### config.mk
export PLATFORM = sky130hd
export DESIGN_NAME = rx_data_fifo
export DESIGN_NICKNAME = d
export VERILOG_FILES = /design/src/rtl/rx_data_fifo.sv
export SDC_FILE = /design/constraint.sdc
export NUM_CORES = 1
export LEC_CHECK = 0
export CORE_AREA = 4 4 66 68
export CTS_BUF_LIST = sky130_fd_sc_hd__clkbuf_8 sky130_fd_sc_hd__clkbuf_16
export DETAILED_ROUTE_END_ITERATION = 6
export DIE_AREA = 0 0 70 72
export PLACE_DENSITY = 0.77
export SYNTH_ARGS = -nofsm -noshare
export SYNTH_HDL_FRONTEND = slang
export SYNTH_SLANG_ARGS = --single-unit
### constraint.sdc
create_clock -name clk -period 2.3 [get_ports clk]
set_input_delay 0.46 -clock clk [delete_from_list [all_inputs] [get_ports clk]]
set_output_delay 0.46 -clock clk [all_outputs]
set_load 0.1 [all_outputs]
### src/rtl/rx_data_fifo.sv
// Receive-side frame buffer: DEPTH-entry show-ahead FIFO of {stop, parity, data} words
// with occupancy, sticky overrun and head-entry error flags. Optional macro: RX_PARITY_CHECK_EN.
module rx_data_fifo #(
  parameter int DATA_W     = 7,
  parameter int DEPTH      = 4,
  parameter int ADDR_W     = 2,
  parameter int ODD_PARITY = 0
) (
  input  logic              clk,
  input  logic              reset,
  input  logic              load,
  input  logic [DATA_W+1:0] data_in,
  input  logic              rd_en,
  input  logic              ovr_clr,
  output logic [DATA_W+1:0] data_out,
  output logic              empty,
  output logic              full,
  output logic [ADDR_W:0]   count,
  output logic              overrun,
  output logic              frame_err,
  output logic              parity_err
);

  localparam int               WORD_W    = DATA_W + 2;
  localparam logic [ADDR_W:0]  DEPTH_CNT = (ADDR_W+1)'(DEPTH);

`ifdef RX_PARITY_CHECK_EN
  localparam int ENTRY_W = WORD_W + 1;
`else
  localparam int ENTRY_W = WORD_W;
`endif

  logic [ENTRY_W-1:0] mem [DEPTH];
  logic [ADDR_W-1:0]  wr_ptr;
  logic [ADDR_W-1:0]  rd_ptr;
  logic [ADDR_W:0]    count_q;
  logic               overrun_q;
  logic               push;
  logic               pop;
  logic [ENTRY_W-1:0] wr_entry;
  logic [ENTRY_W-1:0] head;

  assign empty = (count_q == '0);
  assign full  = (count_q == DEPTH_CNT);
  assign count = count_q;

  // A pop frees the slot in the same edge, so a full buffer still accepts load with rd_en.
  assign pop  = rd_en & ~empty;
  assign push = load & (~full | pop);

`ifdef RX_PARITY_CHECK_EN
  assign wr_entry = {(^data_in[DATA_W:0]) ^ 1'(ODD_PARITY), data_in};
`else
  assign wr_entry = data_in;
`endif

  // Storage carries no reset; only pointers and flags are cleared.
  always_ff @(posedge clk) begin
    if (push) mem[wr_ptr] <= wr_entry;
  end

  always_ff @(posedge clk or negedge reset) begin
    if (!reset) begin
      wr_ptr    <= '0;
      rd_ptr    <= '0;
      count_q   <= '0;
      overrun_q <= 1'b0;
    end else begin
      if (push) wr_ptr <= wr_ptr + ADDR_W'(1);
      if (pop)  rd_ptr <= rd_ptr + ADDR_W'(1);
      case ({push, pop})
        2'b10:   count_q <= count_q + (ADDR_W+1)'(1);
        2'b01:   count_q <= count_q - (ADDR_W+1)'(1);
        default: count_q <= count_q;
      endcase
      if (load & full & ~rd_en) overrun_q <= 1'b1;
      else if (ovr_clr)         overrun_q <= 1'b0;
    end
  end

  assign overrun = overrun_q;
  assign head    = mem[rd_ptr];

  always_comb begin
    data_out  = '1;
    frame_err = 1'b0;
    if (!empty) begin
      data_out  = head[WORD_W-1:0];
      frame_err = ~head[WORD_W-1];
    end
  end

`ifdef RX_PARITY_CHECK_EN
  assign parity_err = ~empty & head[ENTRY_W-1];
`else
  assign parity_err = 1'b0;
`endif

endmodule

* Word-level counts from Yosys, hierarchy flattened
Memory sizes are Yosys's and may differ from the RTL's.
Cells that the tools add are included.
** Storage, ports and cells
- Register bits :: 8
- Bits in writable memories :: 36
- Output and inout bits :: 17
- Memories :: 1
** Memory list
- mem :: words 4, bits a word 9, rd ports 1, clocked after Yosys merged registers in 0, wr ports 1, line 33 : logic [ENTRY_W-1:0] mem [DEPTH];
** Operators by class
- Add/subtract/negate cells :: 4
- Equality and inequality tests :: 3
- Multiplexer cells :: 7
- Bitwise gates (word level) :: 9
- Reduce and logical (&&, ||, !) cells :: 3
** Operator list (count)
- two-way mux 9 bit :: 1
- case mux 3 bit (2 select lines) :: 1
- two-way mux 1 bit :: 5
- adder 2 x 1 -> 2 bit (second input constant) :: 2
- bitwise AND 1 bit :: 4
- NOT 1 bit :: 4
- nonzero test 2 bit :: 2
- adder 3 x 1 -> 3 bit (second input constant) :: 1
- equality test 3 bit (second input constant) :: 1
- logical NOT 3 bit :: 1
- subtractor 3 x 1 -> 3 bit (second input constant) :: 1
- equality test 2 x 1 -> 1 bit (second input constant) :: 1
- equality test 2 bit (second input constant) :: 1
- OR 1 bit :: 1

* Logic depth before layout (Yosys ltp)
- Depth after elaboration :: 7
- Mapped depth :: 7

* Worst setup path after synthesis
No wires, ideal clock.
- Path type :: register -> output
- Start :: register count_q[0] (netlist: count[0])
- End :: output port frame_err
- Arrival time :: 2.599 ns
- Slack :: -0.759 ns
- Cell stages (with the launch flop) :: 4
- Buffers on the path :: 0
- Cells stage by stage :: dfrtp_1 nor3_1 or2_1 inv_1
** Between the ends
- Longest elaborated chain between the ends :: 2
** Ends and longest elaborated chain
- start: declaration :: line 36 : logic [ADDR_W:0] count_q;
- start signal: assignment :: line 72 : 2'b10: count_q <= count_q + (ADDR_W+1)'(1);
- start signal: assignment :: line 73 : 2'b01: count_q <= count_q - (ADDR_W+1)'(1);
- start signal: assignment :: line 74 : default: count_q <= count_q;
- logical NOT 3 bit :: line 43 : assign empty = (count_q == '0);
- two-way mux 1 bit :: line 87 : if (!empty) begin
- end: declaration :: line 20 : output logic frame_err,
Every way passes these cells.

* Worst setup path in the final report
- Start :: register rd_ptr[0]
- End :: output port data_out[2]
** Between the ends
- Longest elaborated chain between the ends :: 2
** Ends and longest elaborated chain
- start: declaration :: line 35 : logic [ADDR_W-1:0] rd_ptr;
- start signal: assignment :: line 70 : if (pop) rd_ptr <= rd_ptr + ADDR_W'(1);
- memory read (4 x 9 bit)
- two-way mux 9 bit :: line 87
- end: declaration :: line 15 : output logic [DATA_W+1:0] data_out,
Every way passes these cells.

==> results.md <==
* Leading area contributor after synthesis: edfxtp_1
* Max_cap viols at 0
* Detailed-router iteration count before antenna repair at 4
* Area growth, synth to finish at 35.9%
* Final period utilization at 98.1%
* Register area share after synthesis at 66.4%
* FMAX at 443 MHz
* H-Tree Depth at 2
* Die Area at 5040 µm²
* All-Layer GR Usage at 15.4%
* Layout cell share with drive strength beyond 1 at 38.6%
* Post-Synthesis Net Count at 135
* CP max FO at 8
* Antenna violations before repair at 0
* CTS clock-pin slew for the worst setup and hold paths at 0.08 ns
* Routed Wire Length at 3430 µm
* Fin nets at 176
* Worst Setup End Kind: output pin
* Gate Count Post-Synth at 116
* Worst Hold Class: input port to async pin
* CTS buffer count at 5
* I/O pin cnt at 31
* Final core occ at 68.0%
* Root Buffer: clkbuf_8
* Fill cells at 272
* Total grt overflow at 0
* Core area at 3860 µm²
* Synthesized area at 1930 µm²
* Launching point of the worst reg2reg path: count[0]
* Ant. Diodes at 0
* Clk sink count at 44
* Final min period at 2.26 ns
* Setup violators final at 0
* Post-route ant nets at 0
* Final Hold Fails at 0
* Met2 Routed Length at 1980 µm
* Async set-or-reset flop fraction in the synthesized netlist at 18.2%
* Reg2reg end: count[1]
* Placed Area at 2490 µm²
* First-pass GRT wire length at 5870 µm
* Routability cong. at 0.782
* Finished Layout Cells at 208
* Synth area leaders: edfxtp_1 (56%), dfrtp_1 (10%), mux4_2 (9.3%)
* Pins Over Slew Limit at 0
* Placed cells at 199
* Worst EP required at 1.84 ns
* Synth cell types at 33
* Die width at 70 µm
* Seq cells post-synth at 44
* Ys flop type: edfxtp_1
* Clock Tree Buf Depth at 2
* Outcome: complete, no violations
* Routed vias/inst at 5.26
* EDFF count, synth at 36
* YS warnings at 0
* Drt initial violations at 49
* Routed via count at 1095
* Drc violations at 0
* Synth top area share at 56.0%
* RSZ-0062 raised after global routing: true
* WL/cell at 16.5 µm
* TritonCTS clock tree: built
* Metal3 WL at 142 µm
* WS Path Type: flop to output pin
* Detailed Place HPWL at 2490 µm
* Worst reg2reg path depth at 7
* CP startpoint kind: flop
* Clk_lat worst skew at 0.29 ns
* Setup slack, reg-to-reg at 0.25 ns
* Die Ht at 72 µm
* Starting Density at 50.0%
* PortBufs at 29
* M1 WL at 1260 µm
* Design Area, Final at 2620 µm²
* Syn_area_per_cell at 16.6 µm²
* Largest net degree at the start of global routing at 14
* Rows at 23
* Vias in the first global route at 1225
* Worst Skew at 0.00397 ns
* Most numerous cell in the Yosys netlist: edfxtp_1
* Top cells by count, synth: edfxtp_1 (36), or2_1 (9), dfrtp_1 (8), mux4_2 (8), inv_1 (6)
* Crit path DAT at 1.80 ns
* Max layer used: met4
[layout make-up]
type	instances	area [µm²]	area share [%]
sequential	44	1290	49.4
clock buffer	5	68.8	2.63
inverter	6	26.3	1.00
tap	50	62.6	2.39
timing repair buffer	40	520	19.9
clock inverter	3	38.8	1.48
multi-input combinational	60	609	23.2
[registers in the layout, indices dropped and copies added (netlist names)]
name and cells:
wr_ptr 2, count 3, rd_ptr 2, mem 36, overrun 1
[metal layers]
| metal | GRT usage (%) | up-vias |
|---|---|---|
| met5 | 0 | - |
| met4 | 5.53 | 0 |
| met3 | 4.16 | 7 |
| met2 | 28.2 | 23 |
| met1 | 17.3 | 554 |
| li1 | - | 511 |
[stage by stage]
step | setup slack, ns | TNS, ns | hold slack [ns]
after floorplan | 0.0242 | 0 | 0.164
after global placement | 0.0241 | 0 | 0.522
after detailed placement | -0.0488 | -0.0488 | 0.528
after CTS | 0.00562 | 0 | 0.460
after global routing | -0.0168 | -0.0531 | 0.466
final | 0.0437 | 0 | 0.453
[worst max-delay path by stage]
stage | startpoint | to | slack (ns)
after CTS | rd_ptr[1] | frame_err | 0.006
after detailed placement | rd_en | count[1] | -0.05
final | rd_ptr[0] | data_out[2] | 0.04
after global placement | rd_en | count[1] | 0.02
after floorplan | count[0] | frame_err | 0.02
after global routing | rd_ptr[0] | frame_err | -0.02
[worst max-delay path: stages (launching register included)]
cell,delay [ns]
dfrtp_2,0.43
buf_12,0.16
mux4_2,0.50
or2_4,0.25
buf_12,0.16
[what timing repair did]
item	in CTS	in global routing
hold buffers	0	0
gates resized for setup	5	1
setup buffers	0	1
hold endpoints to repair	0	0
setup endpoints to repair	9	7
[cell families after synthesis]
| family | after synthesis | synth area share (%) |
|---|---|---|
| compound gates | 8 | 3.11 |
| buf+inv | 12 | 3.18 |
| simple gates | 31 | 9.92 |
| mux | 10 | 11.3 |
| flops | 44 | 66.4 |
| other cells | 1 | 0.194 |
| xor+xnor | 5 | 2.27 |
| fa+ha+maj | 5 | 3.63 |
[placed cells by master (no fill, tap or decap), types with 3 or more instances in the layout]
cell / synthesis / layout
ha_1: 4 / 4
buf_4: 1 / 12
nand2_1: 3 / 3
dfrtp_1: 8 / 3
mux4_2: 8 / 8
and2_1: 5 / 5
edfxtp_1: 36 / 36
clkbuf_8: 0 / 5
inv_1: 6 / 6
or2_4: 0 / 9
buf_12: 0 / 15
dfrtp_4: 0 / 3
nor2_1: 4 / 4
xor2_1: 3 / 3
clkdlybuf4s50_1: 0 / 13
Power is left out: the tool's default activity adds up to more than one toggle a clock period on the data nets, which glitch-free logic cannot reach.
